$ cat src/rtl/fuzzy_defuzz_seq_pkg.sv
// Shared types and width helpers for the sequential interval type-2 defuzzifier.
package fuzzy_pkg;

    typedef enum logic [1:0] {
        ACC  = 2'd0,
        RND  = 2'd1,
        DIV  = 2'd2,
        DONE = 2'd3
    } state_t;

    localparam int W_DEF        = 8;
    localparam int N_RULES_DEF  = 9;
    localparam int ZERO_OUT_DEF = 128;

    function automatic int cnt_w(input int n);
        return (n <= 2) ? 1 : $clog2(n);
    endfunction

    function automatic int num_w(input int w, input int n);
        return 2 * w + cnt_w(n);
    endfunction

    function automatic int den_w(input int w, input int n);
        return w + cnt_w(n);
    endfunction

endpackage

$ cat src/rtl/fuzzy_defuzz_seq_if.sv
// Rule-beat input stream and crisp-result output stream of the defuzzifier.
interface fuzzy_defuzz_seq_if #(
    parameter int W       = 8,
    parameter int N_RULES = 9
);
    logic               in_valid;
    logic               in_ready;
    logic [W-1:0]       fire_up;
    logic [W-1:0]       fire_low;
    logic [W-1:0]       centroid;
    logic               out_valid;
    logic               out_ready;
    logic [W-1:0]       out_data;
    logic [N_RULES-1:0] active_mask;
    logic               busy;

    modport master (
        output in_valid, fire_up, fire_low, centroid, out_ready,
        input  in_ready, out_valid, out_data, active_mask, busy
    );

    modport slave (
        input  in_valid, fire_up, fire_low, centroid, out_ready,
        output in_ready, out_valid, out_data, active_mask, busy
    );
endinterface

$ cat src/rtl/fuzzy_defuzz_seq_divider.sv
// Restoring divider, one quotient bit per cycle MSB first; caller guarantees num < den << W.
module fuzzy_seq_divider #(
    parameter int W  = 8,
    parameter int NW = 18,
    parameter int DW = 10
) (
    input  logic          clk_0,
    input  logic          Srst_n,
    input  logic          abort,
    input  logic          start,
    input  logic [NW-1:0] num,
    input  logic [DW-1:0] den,
    output logic          done,
    output logic [W-1:0]  quotient
);
    localparam int CTW = $clog2(W + 1);

    logic [DW-1:0]  rem, den_r, rem_nxt;
    logic [W-1:0]   lo;
    logic [W-2:0]   q;
    logic [CTW-1:0] cnt;
    logic [DW:0]    trial, diff;
    logic           ge;

    // borrow out of the trial subtraction decides the quotient bit
    assign trial    = {rem, lo[W-1]};
    assign diff     = trial - {1'b0, den_r};
    assign ge       = ~diff[DW];
    assign rem_nxt  = ge ? diff[DW-1:0] : trial[DW-1:0];
    assign quotient = {q, ge};
    assign done     = (cnt == CTW'(1));

    always_ff @(posedge clk_0 or negedge Srst_n) begin
        if (!Srst_n) begin
            rem   <= '0;
            den_r <= '0;
            lo    <= '0;
            q     <= '0;
            cnt   <= '0;
        end else if (abort) begin
            cnt <= '0;
        end else if (start) begin
            rem   <= num[NW-1:W];
            lo    <= num[W-1:0];
            den_r <= den;
            q     <= '0;
            cnt   <= CTW'(W);
        end else if (cnt != '0) begin
            rem <= rem_nxt;
            lo  <= {lo[W-2:0], 1'b0};
            q   <= quotient[W-2:0];
            cnt <= cnt - CTW'(1);
        end
    end
endmodule

$ cat src/rtl/fuzzy_defuzz_seq.sv
// Sequential Nie-Tan type reduction plus weighted-average centroid defuzzifier.
// Define FUZZY_DEFUZZ_ROUND_EN for round-to-nearest division (adds one RND cycle).
module fuzzy_defuzz_seq
    import fuzzy_pkg::*;
#(
    parameter int W        = W_DEF,
    parameter int N_RULES  = N_RULES_DEF,
    parameter int ZERO_OUT = ZERO_OUT_DEF
) (
    input  logic clk_0,
    input  logic Srst_n,
    input  logic clr,
    fuzzy_defuzz_seq_if.slave bus
);
    localparam int CW = cnt_w(N_RULES);
    localparam int NW = num_w(W, N_RULES);
    localparam int DW = den_w(W, N_RULES);

    state_t             state, state_nxt;
    logic [CW-1:0]      idx;
    logic [NW-1:0]      num, num_nxt, div_num;
    logic [DW-1:0]      den, den_nxt, div_den;
    logic [N_RULES-1:0] mask_acc, mask_nxt, mask_out;
    logic [W-1:0]       w, out_q, div_q, res_q;
    logic [2*W-1:0]     prod;
    logic               beat, last, den_zero, div_start, div_done;

    assign beat     = bus.in_valid && bus.in_ready;
    assign last     = (idx == CW'(N_RULES - 1));
    assign w        = W'(({1'b0, bus.fire_up} + {1'b0, bus.fire_low}) >> 1);
    assign prod     = w * bus.centroid;
    assign num_nxt  = num + NW'(prod);
    assign den_nxt  = den + DW'(w);
    assign den_zero = (den_nxt == '0);

    always_comb begin
        mask_nxt = mask_acc;
        for (int k = 0; k < N_RULES; k++)
            if (idx == CW'(k) && bus.fire_up != '0) mask_nxt[k] = 1'b1;
    end

`ifdef FUZZY_DEFUZZ_ROUND_EN
    logic sat;

    // bias by half the divisor for round-to-nearest; clamp if the quotient would not fit
    assign div_start = (state == RND) && !clr;
    assign div_num   = num + NW'(den >> 1);
    assign div_den   = den;
    assign res_q     = sat ? '1 : div_q;

    always_ff @(posedge clk_0 or negedge Srst_n) begin
        if (!Srst_n)        sat <= 1'b0;
        else if (div_start) sat <= (div_num[NW-1:W] >= den);
    end
`else
    assign div_start = beat && last && !den_zero && !clr;
    assign div_num   = num_nxt;
    assign div_den   = den_nxt;
    assign res_q     = div_q;
`endif

    fuzzy_seq_divider #(.W(W), .NW(NW), .DW(DW)) u_div (
        .clk_0    (clk_0),
        .Srst_n   (Srst_n),
        .abort    (clr),
        .start    (div_start),
        .num      (div_num),
        .den      (div_den),
        .done     (div_done),
        .quotient (div_q)
    );

    always_ff @(posedge clk_0 or negedge Srst_n) begin
        if (!Srst_n) state <= ACC;
        else         state <= state_nxt;
    end

    always_comb begin
        state_nxt = state;
        if (clr) begin
            state_nxt = ACC;
        end else begin
            case (state)
                ACC: if (beat && last) begin
                    if (den_zero) state_nxt = DONE;
`ifdef FUZZY_DEFUZZ_ROUND_EN
                    else          state_nxt = RND;
`else
                    else          state_nxt = DIV;
`endif
                end
                RND:     state_nxt = DIV;
                DIV:     if (div_done) state_nxt = DONE;
                DONE:    if (bus.out_ready) state_nxt = ACC;
                default: state_nxt = ACC;
            endcase
        end
    end

    always_comb begin
        bus.in_ready  = (state == ACC);
        bus.out_valid = (state == DONE);
        bus.busy      = (state != ACC) || (idx != '0);
    end

    assign bus.out_data    = out_q;
    assign bus.active_mask = mask_out;

    // out_q / mask_out survive clr so the last presented result stays visible
    always_ff @(posedge clk_0 or negedge Srst_n) begin
        if (!Srst_n) begin
            idx      <= '0;
            num      <= '0;
            den      <= '0;
            mask_acc <= '0;
            out_q    <= '0;
            mask_out <= '0;
        end else if (clr) begin
            idx      <= '0;
            num      <= '0;
            den      <= '0;
            mask_acc <= '0;
        end else begin
            if (beat) begin
                idx      <= last ? '0 : idx + CW'(1);
                num      <= num_nxt;
                den      <= den_nxt;
                mask_acc <= mask_nxt;
                if (last && den_zero) begin
                    out_q    <= W'(ZERO_OUT);
                    mask_out <= mask_nxt;
                end
            end
            if (state == DIV && div_done) begin
                out_q    <= res_q;
                mask_out <= mask_acc;
            end
            if (state == DONE && bus.out_ready) begin
                num      <= '0;
                den      <= '0;
                mask_acc <= '0;
            end
        end
    end
endmodule

$ cat src/flat_wrapper.sv
// flat-port wrapper written by rule: the top's interface ports become plain ports
module fuzzy_defuzz_seq_flat import fuzzy_pkg::*;
#(
    parameter int W        = W_DEF,
    parameter int N_RULES  = N_RULES_DEF,
    parameter int ZERO_OUT = ZERO_OUT_DEF
)
  (clk_0, Srst_n, clr, bus_in_valid, bus_fire_up, bus_fire_low, bus_centroid, bus_out_ready, bus_in_ready, bus_out_valid, bus_out_data, bus_active_mask, bus_busy);
  fuzzy_defuzz_seq_if #(.W(W), .N_RULES(N_RULES)) bus_i ();
  input  logic clk_0;
  input  logic Srst_n;
  input  logic clr;
  input wire logic [$bits(bus_i.in_valid)-1:0] bus_in_valid;
  input wire logic [$bits(bus_i.fire_up)-1:0] bus_fire_up;
  input wire logic [$bits(bus_i.fire_low)-1:0] bus_fire_low;
  input wire logic [$bits(bus_i.centroid)-1:0] bus_centroid;
  input wire logic [$bits(bus_i.out_ready)-1:0] bus_out_ready;
  output wire logic [$bits(bus_i.in_ready)-1:0] bus_in_ready;
  output wire logic [$bits(bus_i.out_valid)-1:0] bus_out_valid;
  output wire logic [$bits(bus_i.out_data)-1:0] bus_out_data;
  output wire logic [$bits(bus_i.active_mask)-1:0] bus_active_mask;
  output wire logic [$bits(bus_i.busy)-1:0] bus_busy;
  assign bus_i.in_valid = bus_in_valid;
  assign bus_i.fire_up = bus_fire_up;
  assign bus_i.fire_low = bus_fire_low;
  assign bus_i.centroid = bus_centroid;
  assign bus_i.out_ready = bus_out_ready;
  assign bus_in_ready = bus_i.in_ready;
  assign bus_out_valid = bus_i.out_valid;
  assign bus_out_data = bus_i.out_data;
  assign bus_active_mask = bus_i.active_mask;
  assign bus_busy = bus_i.busy;
  fuzzy_defuzz_seq #(.W(W), .N_RULES(N_RULES), .ZERO_OUT(ZERO_OUT)) u_core (.clk_0(clk_0), .Srst_n(Srst_n), .clr(clr), .bus(bus_i));
endmodule
$ cat config.mk
export PLATFORM = sky130hd
export DESIGN_NAME = fuzzy_defuzz_seq_flat
export DESIGN_NICKNAME = d
export VERILOG_FILES = /design/src/rtl/fuzzy_defuzz_seq_pkg.sv /design/src/rtl/fuzzy_defuzz_seq_if.sv /design/src/rtl/fuzzy_defuzz_seq_divider.sv /design/src/rtl/fuzzy_defuzz_seq.sv /design/src/flat_wrapper.sv
export SDC_FILE = /design/constraint.sdc
export NUM_CORES = 1
export LEC_CHECK = 0
export BUFFER_PORTS_ARGS = -buffer_cell sky130_fd_sc_hd__buf_2
export CAP_MARGIN = 10
export CELL_PAD_IN_SITES_DETAIL_PLACEMENT = 1
export CELL_PAD_IN_SITES_GLOBAL_PLACEMENT = 1
export CORE_MARGIN = 3
export CORE_UTILIZATION = 30
export CTS_BUF_LIST = sky130_fd_sc_hd__clkbuf_8
export CTS_CLUSTER_DIAMETER = 200
export DETAILED_ROUTE_END_ITERATION = 7
export PLACE_DENSITY_LB_ADDON = 0.1
export SLEW_MARGIN = 20
export SYNTH_ARGS = -nofsm -noshare
export SYNTH_HDL_FRONTEND = slang
export SYNTH_HIERARCHICAL = 1
export SYNTH_SLANG_ARGS = --single-unit
$ cat constraint.sdc
create_clock -name clk_0 -period 5.46 [get_ports clk_0]
set_input_delay 1.092 -clock clk_0 [delete_from_list [all_inputs] [get_ports clk_0]]
set_output_delay 1.092 -clock clk_0 [all_outputs]
set_load 0.005 [all_outputs]
==> out/results.txt <==
Worst path max stage delay: 0.51 ns
Worst Hold Depth: 2
first-pass GRT wire length: 41900 um
TritonCTS buffer count: 9
hold_buf cts: 0
clk buf depth: 2
Ys Warns: 6
top post-synthesis cells by count: 122 x inv_1, 107 x dfrtp_1, 97 x nand2_1, 74 x ha_1, 53 x fa_1
Final GP Congestion: 0.767
Worst-path clk slew: 0.12 ns
Root Driver: clkbuf_8
DRC Markers: 0
Cells after Synth: 921
sequential area share after synthesis: 0.311
row cnt: 61
worst skew pair latency: 0.39 ns
highest-delay cell along the critical path: fa_1
P_leak: 0.00539 uW
Die Span X: 175 um
RSZ-0062 raised after global routing: yes
clock sink count: 107
share of cells above drive strength 1: 0.283
Non-Filler Instances: 1464
# diodes: 0
max-slew violations: 0
worst-path fanout max: 5
Worst Path Arrival: 6.61 ns
Avg Inst Size Synth: 9.35 um2
R2R setup slack: 0.62 ns
Min-Delay Endpoint: u_core/mask_acc[1]
peak supply drop: 0.000542 V
CP Launch Point: bus_fire_up[1]
WL per Instance: 17.5 um
first-pass detailed-route iteration total: 4
Max Freq: 157 MHz
Setup CP Type: in2reg
DRT antenna net count: 0
drt via density: 4.77
GRT overflow: 0
largest net degree at the start of global routing: 39
Total Routed Length: 25600 um
Tcrit/Tclk final: 1.16
Slew headroom: 0.364
status: finished with violations
Post-synth EDFFs: 0
CTS tree: yes
clk_skew: 0.0183 ns
PD cells: 639 nW/um2
Seq cells post-synth: 107
fraction of registers with async set/reset: 1.00
# nets final: 1238
Final Hold Vio Count: 0
vias in the first global route: 7625
I/O pin cnt: 49
top cells by area, synth: dfrtp_1 31%, fa_1 12%, ha_1 11%
max-cap viol count: 0
HP Class: reg2reg
met2 usage in global routing: 0.277
H-tree Lvls: 3
worst slew pin tran: 0.953 ns
via count: 6987
predominant post-synthesis flop cell: dfrtp_1
Initial DRC Count: 300
global-route usage over all layers: 0.170
R2R Path Start: u_core/num[4]
Unique masters post-synth: 64
Final Util: 0.398
violated checks: negative setup slack
FF-to-FF End: u_core/u_div/rem[9]
HP Start: u_core/mask_acc[1]
Setup WS post-layout: -0.892 ns
Req. time, crit path: 5.72 ns
CP endpoint kind: register
grt met3 use: 0.0218
placed cells: 1442
Syn Nets: 1077
Post-DP HPWL: 19700 um
initial antenna violation count: 0
GRT Max-Usage Layer: met2
dominant cell type by area after synthesis: dfrtp_1
post-synth top area share: 0.311
final setup fails: 24
crit path time final: 6.35 ns
count leader, synth: inv_1
r2r worst-path depth: 20
crit start category: input port
die area: 30800 um2
Area Overhead vs Synth: 29.5%
met1 global-route usage: 0.245
Core Region: 28000 um2
Post-Syn Area: 8610 um2
Initial Util: 0.307
Die Y: 175 um
IO Port Bufs: 48
sequential cells by signal, indices dropped and copies added, names as in the netlist:
signal	cells
u_core/idx	4
u_core/u_div/cnt	4
u_core/den	12
u_core/bus.out_data	8
u_core/u_div/den_r	12
u_core/state	2
u_core/mask_acc	9
u_core/u_div/rem	12
u_core/num	20
u_core/bus.active_mask	9
u_core/u_div/q	7
u_core/u_div/lo	8
layer usage:
layer / share of wire / wire length (um)
met1: 0.51 / 13100
met2: 0.46 / 11800
met3: 0.020 / 508
met4: 0.0077 / 196
met5: 0 / 0
cell usage in the layout (no fill, tap or decap), drive strengths merged, types with 3 or more instances in the layout:
master and count:
and2 39, dfrtp 107, o211ai 5, o21a 5, a21oi 43, or2 3, nor2b 17, ha 74
buf 179, nor3 7, o21ai 62, clkinv 3, inv 126, nand4 3, a31o 3, a211oi 6
or3 7, xnor2 19, o31ai 6, nand2b 12, a21o 11, o21bai 4, nand2 97, a22oi 13
a22o 30, nor2 44, nand3 9, fa 53, clkbuf 10, a31oi 14, xor2 18, mux2i 28
how the worst max path moves through the flow:
| stage | endpoint | slack (ns) |
|---|---|---|
| global route | u_core/u_div/rem[9] | -1.17 |
| detailed placement | u_core/u_div/rem[11] | -1.55 |
| global placement | u_core/u_div/rem[11] | -1.43 |
| CTS | u_core/u_div/rem[11] | -0.85 |
| finish | u_core/u_div/rem[9] | -0.89 |
| floorplan | u_core/u_div/rem[11] | -0.98 |
where the power goes:
part	internal (uW)	leakage, uW	switching, uW
logic	2730	0.00392	2880
clock network	171	0.0000909	308
registers	930	0.00138	110
total	3830	0.00539	3300
per-stage QoR:
| step | setup WS, ns | instance area (um2) | hold WS [ns] | power (uW) | TNS [ns] |
|---|---|---|---|---|---|
| final | -0.892 | 11200 | 0.486 | 7130 | -14.43 |
| after global routing | -1.17 | 11200 | 0.512 | 7780 | -20.87 |
| after CTS | -0.848 | 10900 | 0.490 | 6630 | -14.24 |
| after detailed placement | -1.55 | 10400 | 0.461 | 5430 | -40.17 |
| after global placement | -1.43 | 10400 | 0.463 | 5380 | -37.60 |
| after floorplan | -0.979 | 8790 | 0.439 | 3690 | -12.50 |
critical path: cells and delay by family:
kind / cells / cell delay [ns]
fa+ha+maj: 6 / 2.31
simple gates: 1 / 0.13
buf+inv: 9 / 0.90
compound gates: 12 / 1.92
xor+xnor: 2 / 0.26
kinds of logic (layout without fill, tap and decap cells):
group / count (synthesis) / after routing / share of synthesized area
mux: 30 / 30 / 0.0352
fa+ha+maj: 127 / 127 / 0.231
compound gates: 221 / 221 / 0.172
simple gates: 246 / 246 / 0.141
flops: 107 / 107 / 0.311
buf+inv: 153 / 318 / 0.0717
xor+xnor: 37 / 37 / 0.0385
what timing repair did:
| action | 4_1_cts | 5_1_grt |
|---|---|---|
| pin swaps | 25 | 36 |
| hold endpoints to repair | 0 | 0 |
| setup buffers | 7 | 11 |
| gates cloned | 0 | 1 |
| endpoints found under the setup margin | 27 | 47 |
| resized for setup | 70 | 46 |
layout make-up:
cell class	instances	area (um2)
multi-input cells	661	5960
fillers	3241	16900
flip-flops and latches	107	2680
inverters	123	463
clock buffers	9	124
repair buffers	180	1400
well taps	378	473
clock inverters	6	48.8
Power figures use the tool's default switching activity.
